==> src/rtl/interval_timer_sched.sv <==
// interval_timer_sched
// Round-robin scheduler that lends one WIDTH-bit up-counter to N_REQ
// requesters. A granted requester gets a count of its sampled length.
// Completion is reported with a one-cycle done pulse. The requester can
// abandon the interval by dropping its req while the count runs.
module interval_timer_sched #(
    parameter int N_REQ = 4,
    parameter int WIDTH = 16
) (
    input  logic                     clk,
    input  logic                     reset,
    input  logic [N_REQ-1:0]         req,
    input  logic [N_REQ*WIDTH-1:0]   len,
    output logic [N_REQ-1:0]         grant,
    output logic [N_REQ-1:0]         done,
    output logic                     busy,
    output logic [WIDTH-1:0]         q
);

    localparam int PTR_W = (N_REQ > 1) ? $clog2(N_REQ) : 1;
    localparam logic [WIDTH-1:0] ONE = {{(WIDTH-1){1'b0}}, 1'b1};

    typedef enum logic [1:0] {
        ST_IDLE = 2'b00,
        ST_RUN  = 2'b01,
        ST_DONE = 2'b10
    } state_t;

    state_t             state_r;
    state_t             state_nxt_s;
    logic [PTR_W-1:0]   ptr_r;
    logic [PTR_W-1:0]   ptr_nxt_s;
    logic [WIDTH-1:0]   cnt_len_r;
    logic [WIDTH-1:0]   cnt_len_nxt_s;
    logic [WIDTH-1:0]   q_r;
    logic [WIDTH-1:0]   q_nxt_s;
    logic [N_REQ-1:0]   grant_r;
    logic [N_REQ-1:0]   grant_nxt_s;
    logic [N_REQ-1:0]   done_r;
    logic [N_REQ-1:0]   done_nxt_s;
    logic               busy_r;
    logic               busy_nxt_s;

    logic               win_found_s;
    logic [PTR_W-1:0]   win_idx_s;
    logic [WIDTH-1:0]   win_len_s;
    logic               owner_req_s;
    logic               last_count_s;

    // Index arithmetic modulo N_REQ. Both operands are below N_REQ, so a
    // single conditional subtraction is enough.
    function automatic logic [PTR_W-1:0] ptr_add(input logic [PTR_W-1:0] base,
                                                 input int unsigned      off);
        int unsigned sum;
        sum = 32'(base) + off;
        if (sum >= 32'(N_REQ)) begin
            sum = sum - 32'(N_REQ);
        end else begin
            sum = sum;
        end
        return sum[PTR_W-1:0];
    endfunction

    // Decodes a requester index into its grant/done bit.
    function automatic logic [N_REQ-1:0] onehot(input logic [PTR_W-1:0] idx);
        logic [N_REQ-1:0] r;
        r      = '0;
        r[idx] = 1'b1;
        return r;
    endfunction

    // Round-robin search: first asserted req at or after ptr, wrapping.
    always_comb begin
        win_found_s = 1'b0;
        win_idx_s   = '0;
        for (int k = 0; k < N_REQ; k++) begin
            if (!win_found_s && req[ptr_add(ptr_r, unsigned'(k))]) begin
                win_found_s = 1'b1;
                win_idx_s   = ptr_add(ptr_r, unsigned'(k));
            end else begin
                win_found_s = win_found_s;
            end
        end
    end

    // Winner's length slice, the owner's live request, and the end-of-count test.
    always_comb begin
        win_len_s    = len[32'(win_idx_s)*WIDTH +: WIDTH];
        owner_req_s  = |(req & grant_r);
        last_count_s = (q_r == (cnt_len_r - ONE));
    end

    // State register.
    always_ff @(posedge clk or posedge reset) begin
        if (reset) begin
            state_r <= ST_IDLE;
        end else begin
            state_r <= state_nxt_s;
        end
    end

    // Next-state logic. Abort takes priority over the final count.
    always_comb begin
        state_nxt_s = state_r;
        case (state_r)
            ST_IDLE: begin
                if (win_found_s) begin
                    if (win_len_s != '0) begin
                        state_nxt_s = ST_RUN;
                    end else begin
                        state_nxt_s = ST_DONE;
                    end
                end else begin
                    state_nxt_s = ST_IDLE;
                end
            end
            ST_RUN: begin
                if (!owner_req_s) begin
                    state_nxt_s = ST_IDLE;
                end else if (last_count_s) begin
                    state_nxt_s = ST_DONE;
                end else begin
                    state_nxt_s = ST_RUN;
                end
            end
            ST_DONE: begin
                state_nxt_s = ST_IDLE;
            end
            default: begin
                state_nxt_s = ST_IDLE;
            end
        endcase
    end

    // Next values of the registered outputs and the datapath.
    always_comb begin
        grant_nxt_s   = grant_r;
        done_nxt_s    = '0;
        q_nxt_s       = q_r;
        ptr_nxt_s     = ptr_r;
        cnt_len_nxt_s = cnt_len_r;
        case (state_r)
            ST_IDLE: begin
                if (win_found_s) begin
                    grant_nxt_s   = onehot(win_idx_s);
                    cnt_len_nxt_s = win_len_s;
                    q_nxt_s       = '0;
                    ptr_nxt_s     = ptr_add(win_idx_s, 32'd1);
                    if (win_len_s == '0) begin
                        done_nxt_s = onehot(win_idx_s);
                    end else begin
                        done_nxt_s = '0;
                    end
                end else begin
                    grant_nxt_s = '0;
                end
            end
            ST_RUN: begin
                // q stops at cnt_len-1, so the maximum length never wraps.
                if (last_count_s) begin
                    q_nxt_s = q_r;
                end else begin
                    q_nxt_s = q_r + ONE;
                end
                if (!owner_req_s) begin
                    grant_nxt_s = '0;
                    done_nxt_s  = '0;
                end else if (last_count_s) begin
                    done_nxt_s = grant_r;
                end else begin
                    done_nxt_s = '0;
                end
            end
            ST_DONE: begin
                grant_nxt_s = '0;
                done_nxt_s  = '0;
            end
            default: begin
                grant_nxt_s = '0;
                done_nxt_s  = '0;
            end
        endcase
        busy_nxt_s = (state_nxt_s != ST_IDLE);
    end

    // Output and datapath registers.
    always_ff @(posedge clk or posedge reset) begin
        if (reset) begin
            grant_r   <= '0;
            done_r    <= '0;
            busy_r    <= 1'b0;
            q_r       <= '0;
            ptr_r     <= '0;
            cnt_len_r <= '0;
        end else begin
            grant_r   <= grant_nxt_s;
            done_r    <= done_nxt_s;
            busy_r    <= busy_nxt_s;
            q_r       <= q_nxt_s;
            ptr_r     <= ptr_nxt_s;
            cnt_len_r <= cnt_len_nxt_s;
        end
    end

    assign grant = grant_r;
    assign done  = done_r;
    assign busy  = busy_r;
    assign q     = q_r;

endmodule

==> config.mk <==
export PLATFORM = sky130hd
export DESIGN_NAME = interval_timer_sched
export DESIGN_NICKNAME = d
export VERILOG_FILES = /design/src/rtl/interval_timer_sched.sv
export SDC_FILE = /design/constraint.sdc
export NUM_CORES = 1
export LEC_CHECK = 0
export ABC_CLOCK_PERIOD_IN_PS = 3120
export BUFFER_PORTS_ARGS = -buffer_cell sky130_fd_sc_hd__clkbuf_2
export CAP_MARGIN = 20
export CELL_PAD_IN_SITES_DETAIL_PLACEMENT = 1
export CELL_PAD_IN_SITES_GLOBAL_PLACEMENT = 1
export CORE_ASPECT_RATIO = 1.25
export CORE_MARGIN = 1
export CORE_UTILIZATION = 39
export CTS_CLUSTER_DIAMETER = 60
export CTS_CLUSTER_SIZE = 24
export DETAILED_ROUTE_END_ITERATION = 16
export PLACE_DENSITY_LB_ADDON = 0.08
export REMOVE_ABC_BUFFERS = 1
export SETUP_SLACK_MARGIN = 0.2
export SYNTH_ARGS = -nofsm -noshare
export SYNTH_HDL_FRONTEND = slang
export SYNTH_SLANG_ARGS = --single-unit
==> constraint.sdc <==
create_clock -name clk -period 3.12 [get_ports clk]
set_input_delay 0.312 -clock clk [delete_from_list [all_inputs] [get_ports clk]]
set_output_delay 0.312 -clock clk [all_outputs]
set_load 0.02 [all_outputs]
# Word-level counts from Yosys, hierarchy flattened
# Index checks and enable logic that the tools add are counted.
# classes
n_addsub	11
order_cmp	11
eq_ne	5
shift	1
mux	39
bitwise_logic	1
reduce_logical	15
# ops
cell	count
64-bit by 7-bit indexed part select with 16-bit output	1
16-bit two-way mux	2
16-bit case mux with 2 select lines	1
2-bit two-way mux	13
4-bit two-way mux	6
16-bit by 1-bit adder with 16-bit output, second input constant	1
16-bit == test	1
16-bit zero test	1
4-bit case mux with 2 select lines	2
16-bit nonzero test	1
16-bit by 1-bit subtractor with 16-bit output, second input constant	1
2-bit by 3-bit less-than comparator with 1-bit output, second input constant	5
3-bit greater-or-equal comparator, second input constant	4
2-bit by 1-bit subtractor with 2-bit output, second input constant	5
1-bit two-way mux	9
1-bit binary-select mux with 2-bit select	4
2-bit by 1-bit adder with 3-bit output, second input constant	2
2-bit by 2-bit adder with 3-bit output, second input constant	2
2-bit inequality test, second input constant	3
4-bit AND	1
1-bit logical AND	4
2-bit case mux with 2 select lines	1
2-bit nonzero test	2
4-bit OR reduction	1
8 further kinds	10
# word_totals
reg_bits	45
input_bits	70

# Depth between registers and ports, before layout
# logic_depth
depth_word	21
mapped_depth	12

# Worst setup path before layout
# Ideal clock, no wire load.
# synth_timing
kind	reg-to-reg
from	register cnt_len_r[0]
to	register done_r[0], in the netlist done[0]
setup_ns	0.067
arrival_time_ns	2.720
t_required_ns	3.053
slack_ns	0.333
path_stages_with_launch	10
path_buffers	0
period_less_slack_ns	2.787
path_cell_list	dfrtp_1 > inv_1 > ha_1 > nor2b_1 > a31oi_1 > or4_1 > a2111oi_2 > or4b_4 > nor4b_4 > a32o_2
# synth_via
elab_chain_len	5
# synth_lines
element	line	text
start: declaration	33	logic [WIDTH-1:0] cnt_len_r;
start signal: assignment	201	cnt_len_r <= cnt_len_nxt_s;
16-bit by 1-bit subtractor with 16-bit output	90	last_count_s = (q_r == (cnt_len_r - ONE));
16-bit == test	90	
4-bit two-way mux	168	end else if (last_count_s) begin
4-bit two-way mux	165	if (!owner_req_s) begin
4-bit case mux with 2 select lines	142	case (state_r)
net done_nxt_s[0]	40	logic [N_REQ-1:0] done_nxt_s;
end signal: assignment	197	done_r <= done_nxt_s;
end: declaration	39	logic [N_REQ-1:0] done_r;
# The timed path passes the listed nets, and every way through them passes these cells.
# A chain may end at the register's enable or synchronous reset.

# Final worst setup path
# layout_timing
from	register cnt_len_r[0]
to	register done_r[3], in the netlist done[3]
# The elaborated chain is that of the path after synthesis.

==> summary.md <==
## Placed design
* **Final GP Congestion** 0.835
* **sum of net half-perimeters after detailed placement** 7.34 mm
* **placed cell area** 3820 um^2
* **post-placement setup slack** 0.00877 ns
* **number of port buffers** 94

## Synthesis
* **Avg Inst Size Synth** 9.11 um^2
* **number of register bits inferred by synthesis** 45
* **number of warning messages in the yosys log** 0
* **cell area after synthesis** 3210 um^2
* **share of async-settable or async-resettable flops after synthesis** 100%
* **post-synthesis cell type count** 54
* **instance count of the mapped netlist** 352
* **Post-synth EDFFs** 0
* **main flop type after synthesis** dfrtp_1
* **Seq/Total Area, Yosys** 35.1%

## Setup path
* **peak per-stage delay on the critical path** 0.53 ns
* **Top Family by Delay on Critical Path** simple AND/OR/NAND/NOR gates
* **largest fanout on the critical path** 5
* **startpoint types** flip-flop
* **CP dominant cell by count** or4b_4
* **required time at the endpoint of the critical path** 3.37 ns
* **cell with the biggest individual delay on the critical path** or4b_4
* **worst r2r path cells** 10
* **data arrival time of the critical path** 3.06 ns
* **Stages on worst setup path** 10
* **count of buffer and inverter cells on the critical path** 2
* **category of the critical setup timing path** reg -> reg
* **CP Capture Type** flip-flop
* **cell chain of the critical path** inv_2, ha_4, or4b_4, nor2_2, xor2_1, o2111a_1, or4b_4, nor4b_4, buf_4, a32o_2

## Detailed routing
* **router iterations before antenna repair** 4
* **violation count after the first detailed-route iteration** 81
* **total length of routed wires** 9.53 mm
* **routed vias/inst** 5.60
* **Final ANT Viol Nets** 0
* **final routed DRC violation total** 0
* **via total after detailed routing** 3081
* **wire per inst** 17.3 um

## Final layout
* **post-route cell area** 4110 um^2
* **share of layout cells above drive strength 1** 32.7%
* **fraction of the core area covered by cells at the end of the flow** 52.1%
* **antenna fix cells** 0
* **footprint of the flip-flops and latches** 1130 um^2
* **filler cell count in the final layout** 972
* **most common cell after layout, fill and taps aside** clkbuf_2
* **area growth from synthesis to layout** 28.1%
* **most used cells in the layout excluding fill and tap cells** 94 x clkbuf_2, 65 x nand2_1, 53 x mux2i_1
* **Total Nets Final** 530
* **area of the multi-input gates** 2070 um^2

## Die
* **total die area** 8590 um^2
* **height of the die** 103 um
* **area of the core** 7880 um^2
* **I/O pin total** 95
* **starting density of the core** 40.7%
* **standard-cell row count** 36
* **width of the die** 83.1 um

## Clock network
* **clock latency on the worst-skew pair** 0.31 ns
* **# clock sinks** 45
* **cts bufs inserted** 5
* **Max clock buf depth** 2
* **clock tree from TritonCTS** built
* **clock transition time at the flip-flop clock pins of the worst setup and hold paths** 0.08 ns
* **clock tree root buffer cell** clkbuf_8
* **Max H-tree Level** 2

## Status
* **outcome** finished clean

## Pwr
* **Worst IR Drop VDD** 0.444 mV
* **Static Leak** 2.09 nW
* **Final Total Pwr** 3.26 mW
* **cell area power density** 794 nW/um^2

## STA
* **RSZ-0062 raised after global routing** no
* **Slew HR** 61.7%
* **shortest period the worst path allows** 2.81 ns
* **final setup slack of the worst path** 0.311 ns
* **ratio of final minimum period to clock period** 90.0%
* **achievable clock frequency** 0.356 GHz
* **max-slew violation total from the final report** 0
* **worst-margin pin slew** 0.571 ns
* **final hold violation count** 0
* **setup clock skew after layout** 0.00439 ns
* **setup-violating endpoint count in the final report** 0

## Job
* **max-capacitance violation count** 0

## Global route
* **number of antenna violations at the first check in global routing** 0
* **sum of overflow across all layers after global routing** 0
* **routing usage on met2** 42.5%
* **pin count of the biggest net entering global routing** 46
* **M3 GR Usage** 3.33%
* **met1 layer usage reported by global route** 26.4%
* **most congested layer reported by global routing** met2
* **wire length of the first global-routing pass** 15.4 mm
* **vias in the first global route** 3161
* **global router's overall resource usage** 22.4%

## Worst hold path
* **hold path depth** 5
* **worst min-delay path class** in -> reg

where the power goes:
group | switching (mW) | total (mW) | internal (mW)
clock network | 0.203 | 0.464 | 0.261
registers | 0.251 | 1.01 | 0.757
logic | 1.01 | 1.79 | 0.782
final timing paths:
kind,start,end,slack (ns)
max in group asynchronous,reset,q[14],2.18
hold reg to reg,cnt_len_r[15],cnt_len_r[15],0.50
setup reg to reg,cnt_len_r[0],done[3],0.31
setup / recovery,cnt_len_r[0],done[3],0.31
min in group asynchronous,reset,q[3],0.46
hold / removal,len[39],cnt_len_r[7],0.45
tightest hold or removal path, stage by stage:
cell      delay (ns)
clkbuf_2        0.08
mux2i_1         0.12
mux2i_1         0.10
nand2_1         0.07
nand2_1         0.04
synth_stat cells (all sizes together), types with 2 or more instances:
library cell / number / area share [%]
nand2: 65 / 7.6
mux2i: 53 / 17
dfrtp: 45 / 35
nor2: 15 / 1.8
buf: 12 / 2.1
inv: 11 / 1.3
xnor2: 10 / 2.7
a21oi: 9 / 1.4
nor4: 9 / 2.2
nand3: 8 / 1.2
o211ai: 8 / 1.9
o21ai: 8 / 1.2
clkbuf: 7 / 0.82
o31ai: 7 / 1.6
ha: 6 / 2.3
nand2b: 6 / 1.2
nor3: 6 / 1.3
xor2: 6 / 1.6
or3: 5 / 0.98
a22o: 4 / 1.1
a32o: 4 / 1.4
nor2b: 4 / 0.78
or4: 4 / 0.94
a22oi: 3 / 0.70
a31oi: 3 / 0.59
nand4: 3 / 0.59
a21o: 2 / 0.51
and2: 2 / 0.39
and3: 2 / 0.39
and4b: 2 / 0.70
nand3b: 2 / 0.47
nand4b: 2 / 0.55
nor4b: 2 / 1.0
o21a: 2 / 0.47
o22ai: 2 / 0.39
o31a: 2 / 0.55
or4b: 2 / 0.74
registers in the layout, indices dropped and copies added (netlist names):
name and flops:
busy 1, cnt_len_r 16, done 4, grant 4, ptr_r 2, q 16, state_r 2
timing repair:
item	4_1_cts	5_1_grt
hold buffers	0	1
gates cloned	0	2
setup buffers	1	4
endpoints found under the setup margin	15	21
hold endpoints to repair	0	10
pin swaps	1	6
resized for setup	4	14
metrics by stage:
step / TNS (ns) / hold WS (ns) / cells
after global placement: 0 / 0.482 / 533
final: 0 / 0.447 / 550
after floorplan: -19.14 / 0.465 / 333
after CTS: 0 / 0.236 / 542
after global routing: 0 / 0.485 / 550
after detailed placement: 0 / 0.492 / 533
per-layer routing:
layer	part of all wire (%)	up-vias	wire, um
met1	41	1514	3940
met4	1.5	0	142
met2	54	69	5150
met3	3.1	11	298
met5	0	-	0
li1	-	1487	-
layout make-up:
cell class	count	share of cell area (%)
clock buffers	7	2.10
clock inverters	1	0.731
inverters	11	1.01
multi-input cells	279	50.4
flip-flops and latches	45	27.4
well taps	95	2.89
repair buffers	112	15.4
logic make-up (layout without fill, tap and decap cells):
| group | Yosys count | count (layout) | synth area share (%) |
|---|---|---|---|
| and+or+nand+nor | 141 | 143 | 23.3 |
| AOI/OAI and AO/OA | 60 | 60 | 13.7 |
| muxes | 54 | 54 | 16.9 |
| DFF | 45 | 45 | 35.1 |
| buffers and inverters | 30 | 131 | 4.22 |
| xor gates and xnor gates | 16 | 16 | 4.37 |
| adders and majority gates | 6 | 6 | 2.34 |
No activity file was read; power rests on OpenSTA's default activity.
